[src/rtl/hex_share_arbiter_if.sv]
// Requester/display bundle for hex_share_arbiter.
// HEX_OWNER exists only when HEX_SHOW_OWNER_EN is defined.
interface hex_share_arbiter_if #(
    parameter int unsigned NUM_REQ = 4
);
    localparam int unsigned OWN_W = (NUM_REQ > 1) ? $clog2(NUM_REQ) : 1;

    logic [NUM_REQ-1:0]   REQ;
    logic [4*NUM_REQ-1:0] VAL;
    logic [NUM_REQ-1:0]   GNT;
    logic [OWN_W-1:0]     OWNER;
    logic                 BUSY;
    logic [6:0]           HEX;
`ifdef HEX_SHOW_OWNER_EN
    logic [6:0]           HEX_OWNER;

    modport master (output REQ, VAL, input GNT, OWNER, BUSY, HEX, HEX_OWNER);
    modport slave  (input REQ, VAL, output GNT, OWNER, BUSY, HEX, HEX_OWNER);
`else
    modport master (output REQ, VAL, input GNT, OWNER, BUSY, HEX);
    modport slave  (input REQ, VAL, output GNT, OWNER, BUSY, HEX);
`endif
endinterface

[src/rtl/hex_share_arbiter.sv]
// Round-robin sharing of one 7-segment digit among NUM_REQ requesters with a minimum hold.
// Optional macro HEX_SHOW_OWNER_EN adds HEX_OWNER, the decoded owner index.
module hex_share_arbiter #(
    parameter int unsigned NUM_REQ     = 4,
    parameter int unsigned HOLD_CYCLES = 50000000,
    parameter int unsigned CNT_W       = 26
) (
    input  logic               CLOCK_50,
    input  logic               RESET,
    hex_share_arbiter_if.slave bus
);
    localparam int unsigned OWN_W = (NUM_REQ > 1) ? $clog2(NUM_REQ) : 1;
    localparam logic [CNT_W-1:0] HOLD_LAST = CNT_W'(HOLD_CYCLES - 1);
    localparam logic [6:0] BLANK = 7'h7F;

    typedef enum logic [1:0] {IDLE, GRANT, RELEASE} state_t;

    function automatic logic [6:0] seg_decode(input logic [3:0] v);
        logic [6:0] s;
        case (v)
            4'h0: s = 7'b1000000;
            4'h1: s = 7'b1111001;
            4'h2: s = 7'b0100100;
            4'h3: s = 7'b0110000;
            4'h4: s = 7'b0011001;
            4'h5: s = 7'b0010010;
            4'h6: s = 7'b0000010;
            4'h7: s = 7'b1111000;
            4'h8: s = 7'b0000000;
            4'h9: s = 7'b0010000;
            4'hA: s = 7'b0001000;
            4'hB: s = 7'b0000011;
            4'hC: s = 7'b1000110;
            4'hD: s = 7'b0100001;
            4'hE: s = 7'b0000110;
            default: s = 7'b0001110;
        endcase
        return s;
    endfunction

    state_t             state, state_nx;
    logic [NUM_REQ-1:0] gnt, gnt_nx;
    logic [OWN_W-1:0]   owner, owner_nx;
    logic [OWN_W-1:0]   ptr, ptr_nx;
    logic [CNT_W-1:0]   cnt, cnt_nx;
    logic               busy, busy_nx;
    logic [6:0]         hex, hex_nx;
`ifdef HEX_SHOW_OWNER_EN
    logic [6:0]         hex_own, hex_own_nx;
`endif

    logic [OWN_W-1:0]   sel;
    logic               sel_vld;
    logic [3:0]         own_val;
    logic               req_own;
    logic               req_other;

    // Rotating priority scan starting at ptr; wraps naturally since NUM_REQ is a power of 2.
    always_comb begin
        logic [OWN_W-1:0] idx;
        sel     = '0;
        sel_vld = 1'b0;
        idx     = '0;
        for (int i = 0; i < NUM_REQ; i++) begin
            idx = ptr + OWN_W'(i);
            if (!sel_vld && bus.REQ[idx]) begin
                sel     = idx;
                sel_vld = 1'b1;
            end
        end
    end

    // Value nibble of the current owner; gnt is onehot(owner) throughout GRANT.
    always_comb begin
        own_val = '0;
        for (int i = 0; i < NUM_REQ; i++) begin
            if (OWN_W'(i) == owner) own_val = bus.VAL[4*i +: 4];
        end
        req_own   = |(bus.REQ & gnt);
        req_other = |(bus.REQ & ~gnt);
    end

    // Next-state and registered-output logic.
    always_comb begin
        state_nx   = state;
        gnt_nx     = gnt;
        owner_nx   = owner;
        ptr_nx     = ptr;
        cnt_nx     = cnt;
        busy_nx    = busy;
        hex_nx     = BLANK;
`ifdef HEX_SHOW_OWNER_EN
        hex_own_nx = BLANK;
`endif
        case (state)
            IDLE: begin
                gnt_nx  = '0;
                busy_nx = 1'b0;
                if (sel_vld) begin
                    state_nx = GRANT;
                    gnt_nx   = NUM_REQ'(1) << sel;
                    owner_nx = sel;
                    cnt_nx   = '0;
                    busy_nx  = 1'b1;
                end
            end
            GRANT: begin
                if (cnt != HOLD_LAST) cnt_nx = cnt + CNT_W'(1);
                // Voluntary drop wins over preemption; either way only one release happens.
                if (!req_own || (cnt == HOLD_LAST && req_other)) begin
                    state_nx = RELEASE;
                    gnt_nx   = '0;
                    busy_nx  = 1'b0;
                    ptr_nx   = owner + OWN_W'(1);
                end else begin
                    hex_nx     = seg_decode(own_val);
`ifdef HEX_SHOW_OWNER_EN
                    hex_own_nx = seg_decode(4'(owner));
`endif
                end
            end
            RELEASE: begin
                state_nx = IDLE;
                gnt_nx   = '0;
                busy_nx  = 1'b0;
            end
            default: begin
                state_nx = IDLE;
                gnt_nx   = '0;
                busy_nx  = 1'b0;
            end
        endcase
    end

    always_ff @(posedge CLOCK_50 or posedge RESET) begin
        if (RESET) begin
            state   <= IDLE;
            gnt     <= '0;
            owner   <= '0;
            ptr     <= '0;
            cnt     <= '0;
            busy    <= 1'b0;
            hex     <= BLANK;
`ifdef HEX_SHOW_OWNER_EN
            hex_own <= BLANK;
`endif
        end else begin
            state   <= state_nx;
            gnt     <= gnt_nx;
            owner   <= owner_nx;
            ptr     <= ptr_nx;
            cnt     <= cnt_nx;
            busy    <= busy_nx;
            hex     <= hex_nx;
`ifdef HEX_SHOW_OWNER_EN
            hex_own <= hex_own_nx;
`endif
        end
    end

    assign bus.GNT   = gnt;
    assign bus.OWNER = owner;
    assign bus.BUSY  = busy;
    assign bus.HEX   = hex;
`ifdef HEX_SHOW_OWNER_EN
    assign bus.HEX_OWNER = hex_own;
`endif

endmodule

[src/flat_wrapper.sv]
// flat-port wrapper written by rule: the top's interface ports become plain ports
module hex_share_arbiter_flat 
#(
    parameter int unsigned NUM_REQ     = 4,
    parameter int unsigned HOLD_CYCLES = 50000000,
    parameter int unsigned CNT_W       = 26
)
  (CLOCK_50, RESET, bus_REQ, bus_VAL, bus_GNT, bus_OWNER, bus_BUSY, bus_HEX);
  hex_share_arbiter_if #(.NUM_REQ(NUM_REQ)) bus_i ();
  input  logic CLOCK_50;
  input  logic RESET;
  input wire logic [$bits(bus_i.REQ)-1:0] bus_REQ;
  input wire logic [$bits(bus_i.VAL)-1:0] bus_VAL;
  output wire logic [$bits(bus_i.GNT)-1:0] bus_GNT;
  output wire logic [$bits(bus_i.OWNER)-1:0] bus_OWNER;
  output wire logic [$bits(bus_i.BUSY)-1:0] bus_BUSY;
  output wire logic [$bits(bus_i.HEX)-1:0] bus_HEX;
  assign bus_i.REQ = bus_REQ;
  assign bus_i.VAL = bus_VAL;
  assign bus_GNT = bus_i.GNT;
  assign bus_OWNER = bus_i.OWNER;
  assign bus_BUSY = bus_i.BUSY;
  assign bus_HEX = bus_i.HEX;
  hex_share_arbiter #(.NUM_REQ(NUM_REQ), .HOLD_CYCLES(HOLD_CYCLES), .CNT_W(CNT_W)) u_core (.CLOCK_50(CLOCK_50), .RESET(RESET), .bus(bus_i));
endmodule
[config.mk]
export PLATFORM = sky130hd
export DESIGN_NAME = hex_share_arbiter_flat
export DESIGN_NICKNAME = d
export VERILOG_FILES = /design/src/rtl/hex_share_arbiter_if.sv /design/src/rtl/hex_share_arbiter.sv /design/src/flat_wrapper.sv
export SDC_FILE = /design/constraint.sdc
export NUM_CORES = 1
export LEC_CHECK = 0
export ABC_AREA = 1
export BUFFER_PORTS_ARGS = -buffer_cell sky130_fd_sc_hd__buf_2
export CORE_UTILIZATION = 41
export CTS_CLUSTER_DIAMETER = 120
export DETAILED_ROUTE_END_ITERATION = 8
export PLACE_DENSITY_LB_ADDON = 0.15
export SETUP_SLACK_MARGIN = 0.02
export SLEW_MARGIN = 15
export SYNTH_ARGS = -nofsm -noshare
export SYNTH_HDL_FRONTEND = slang
export SYNTH_SLANG_ARGS = --single-unit
[constraint.sdc]
create_clock -name CLOCK_50 -period 4.8 [get_ports CLOCK_50]
set_clock_uncertainty 0.05 [all_clocks]
set_input_delay 0.96 -clock CLOCK_50 [delete_from_list [all_inputs] [get_ports CLOCK_50]]
set_output_delay 0.96 -clock CLOCK_50 [all_outputs]
set_load 0.02 [all_outputs]
==> impl_metrics.py <==
metrics = {
    "floorplan": {
        "rows": 32,
        "fp.coreArea_um2": 7730,
        "die_y_um": 91.3,
        "ioPinCount": 36,
        "die_area_um2": 8340,
        "fp.dieW_um": 91.3,
        "start_util_pct": 42.3,
    },
    "global_route": {
        "overflow": 0,
        "grt_max_degree": 45,
        "antenna_found_initial": 0,
        "grt_pass1_vias": 2975,
        "track_usage_pct": 21.3,
        "grt_pass1_wl_um": 14200,
    },
    "synthesis": {
        "synth.area.mux_share_pct": 0,
        "synth_area_um2": 3270,
        "ys_types": 34,
        "synth_nets": 526,
        "synthSimpleGateAreaFrac_pct": 43.0,
        "yosys_warnings": 0,
        "synth_xor_area_share_pct": 2.68,
        "ys_ff_latch": 44,
        "avgSynthCellArea_um2": 6.64,
        "synth-compound-area-share_pct": 7.19,
        "synth_top_family_by_area": "simple AND/OR/NAND/NOR gates",
        "synth_cells": 493,
        "synthAdderAreaFrac_pct": 4.21,
        "seq_area_frac_synth_pct": 33.9,
    },
    "critical_path": {
        "crit_start": "bus_REQ[3]",
        "path_class": "in2reg",
        "r2r_start": "u_core.bus.OWNER[1]",
        "r2r_end": "u_core.bus.HEX[6]",
        "path_max_fanout": 25,
        "worstRegToRegCells": 14,
        "cp.arrival_ps": 2410,
        "cp-end-kind": "register",
        "worstPathCellList": "buf_2 > inv_1 > nand2_1 > nand3_1 > nand2_2 > nor2_4 > nand3_2 > nand2_4 > nand2_4 > nand2_1 > o21ai_0",
        "ff2ff_setup_slack_ps": 2530,
        "path_delay_family": "simple AND/OR/NAND/NOR gates",
        "worst-path-buf-inv": 2,
        "crit_required_ps": 4930,
        "critPathMaxStageDelay_ps": 250,
        "crit_path_start_kind": "input pin",
        "cp_slowest_cell": "nand2_4",
    },
    "drt": {
        "firstDrtPassIters": 4,
        "top_layer": "met4",
        "vias_per_cell": 5.02,
        "drt_iter0_drc": 213,
        "wl_met1_um": 4000,
        "via_count": 3171,
        "route.detailed.drc": 0,
        "final_antenna_net_count": 0,
        "dr_wl_met2_um": 3660,
        "routed_wl_um": 8180,
        "routedWlPerCell_um": 12.9,
        "wl_met3_um": 392,
    },
    "sta": {
        "max_freq_ghz": 0.438,
        "relSlewSlack_pct": 55.5,
        "worst-slew-pin-transition_ps": 660,
        "rsz0062_at_grt": "no",
        "tns_ps": 0,
        "period_minus_slack_ps": 2280,
        "finalSetupViolCount": 0,
        "finalCritPeriodShare_pct": 47.5,
        "hold_slack_ps": 425,
        "hold_viol": 0,
        "slew_violations": 0,
    },
    "clock_network": {
        "clkTransAtPathRegs_ps": 80,
        "cts_sinks": 44,
        "postCtsHoldBufs": 0,
        "clockBufferDepth": 2,
        "clk_latency_ps": 310,
        "cts_buffers": 5,
        "cts_root_buffer": "clkbuf_8",
        "htreeDepth": 2,
        "cts.repair.resized": 0,
        "cts_setup_buffers": 0,
        "cts_tree": "done",
    },
    "power": {
        "vdd_ir_drop_max_v": 0.000270,
        "cellLeakagePower_nw": 1.83,
        "power_density_nw_per_um2": 500,
    },
    "final_layout": {
        "syn_to_final_growth_pct": 11.5,
        "fillerInstances": 810,
        "nets": 562,
        "layout-drive-gt1-share_pct": 15.3,
        "antenna_cells": 0,
    },
    "run": {
        "max_cap_violations": 0,
    },
    "hold_path": {
        "min_to": "u_core.bus.BUSY",
        "hold_path_startpoint": "u_core.bus.BUSY",
        "hold_depth": 2,
        "min_path_type": "reg2reg",
    },
    "placement": {
        "placement.io_buffers": 35,
        "dpl.hpwl_um": 6210,
        "routabilityCongestion": 0.960,
    },
    "status": {
        "status": "finished, final reports clean",
    },
}
-- registers in the layout (all words and copies together) (netlist names) --
name and cells:
u_core.ptr 2, u_core.bus.OWNER 2, u_core.bus.GNT 4, u_core.bus.HEX 7
u_core.cnt 26, u_core.state 2, u_core.bus.BUSY 1
-- synthesized netlist by cell type --
library cell / count / area (um2)
ha_1: 11 / 138
dfstp_2: 7 / 184
o21bai_1: 1 / 7.51
dfrtp_1: 37 / 926
clkbuf_1: 2 / 7.51
o22ai_1: 2 / 12.5
nand3_1: 62 / 310
inv_2: 4 / 15.0
nand2_1: 178 / 668
o211ai_1: 2 / 15.0
o22ai_2: 6 / 75.1
or2_2: 1 / 6.26
xnor2_1: 1 / 8.76
inv_1: 58 / 218
buf_2: 1 / 5.00
a31oi_1: 1 / 6.26
xor2_1: 9 / 78.8
nor2_1: 51 / 191
nor3_1: 12 / 60.1
nor2_4: 1 / 11.3
buf_6: 3 / 33.8
nor3b_1: 1 / 7.51
nand2_4: 2 / 22.5
nand4_1: 8 / 50.1
o21ai_1: 1 / 5.00
o21ai_2: 4 / 35.0
nor2_2: 2 / 12.5
nand3_2: 2 / 20.0
o21ai_0: 11 / 55.1
buf_4: 2 / 15.0
nor3_4: 1 / 16.3
a21oi_1: 3 / 15.0
nand2_2: 5 / 31.3
a21oi_2: 1 / 8.76
-- how the worst max path moves through the flow --
stage                        end  slack, ps  depth (start not counted)
4_1_cts        u_core.bus.HEX[0]       2510                         14
6_report          u_core.cnt[19]       2520                         11
3_5_place_dp      u_core.cnt[19]       2190                         11
2_1_floorplan  u_core.bus.HEX[0]       2640                          7
5_1_grt        u_core.bus.HEX[3]       2210                         14
3_3_place_gp      u_core.cnt[19]       2270                         11
-- logic make-up after synthesis --
| logic type | count (synthesis) |
|---|---|
| AO/OA/AOI/OAI | 32 |
| XOR/XNOR | 10 |
| buffers and inverters | 70 |
| adder cells (fa/ha/maj) | 11 |
| AND/OR/NAND/NOR | 326 |
| flip-flops | 44 |
-- cell type report --
cell class                 instances  area [um2]  share of cell area, %
clock buffer                       6        82.6                   2.26
clock inverter                     2        38.8                   1.06
inverter                          62         233                   6.38
multi-input combinational        379        1870                   51.2
sequential                        44        1110                   30.4
tap                              102         128                   3.50
timing repair buffer              37         190                   5.21
-- power by group --
part	switching, mW	leakage, nW	internal (mW)
Combinational	0.727	1.19	0.286
Sequential	0.0625	0.576	0.444
Clock	0.136	0.0614	0.170
Total	0.926	1.83	0.900
-- cell usage in the layout (no fill, tap or decap), types with 2 or more instances in the layout --
cell type	n
nand3_2	2
o22ai_1	2
nor3_1	12
ha_1	11
dfrtp_1	37
inv_1	57
nand3_1	62
nand2_1	178
o211ai_1	2
nor2_1	51
xor2_1	9
dfstp_2	7
buf_2	35
nand4_1	8
nand2_2	5
o22ai_2	6
o21ai_0	11
a21oi_1	3
nand2_4	2
o21ai_2	4
nor2_2	2
inv_2	4
clkbuf_8	6
buf_4	2
-- worst register-to-register path, cell delays in order (launching register included) --
cell and delay (ps):
dfrtp_1 430, inv_1 90, ha_1 230, inv_1 110, nand3_1 80, nand2_1 60
nand2_1 70, nand2_1 50, o21ai_0 240, inv_1 210, ha_1 270, nand2_1 100
o21ai_0 90, nand2_1 70, nand3_1 70
-- per-stage QoR --
stage / worst slack [ps] / cell area [um2] / std cells / total power [mW] / utilization [%]
floorplan: 2640 / 3270 / 493 / 1.33 / -
global placement: 2270 / 3530 / 624 / 1.51 / 45.7
detailed placement: 2190 / 3530 / 624 / 1.52 / 45.7
CTS: 2510 / 3650 / 632 / 1.84 / 47.2
global route: 2210 / 3650 / 632 / 2.01 / 47.2
finish: 2520 / 3650 / 632 / 1.83 / 47.2
-- layer usage --
layer / vias to the layer above / track usage, %
li1: 1629 / -
met1: 1444 / 30.2
met2: 87 / 33.2
met3: 11 / 3.35
met4: 0 / 6.35
met5: - / 0
No activity file was read; power rests on OpenSTA's default activity.
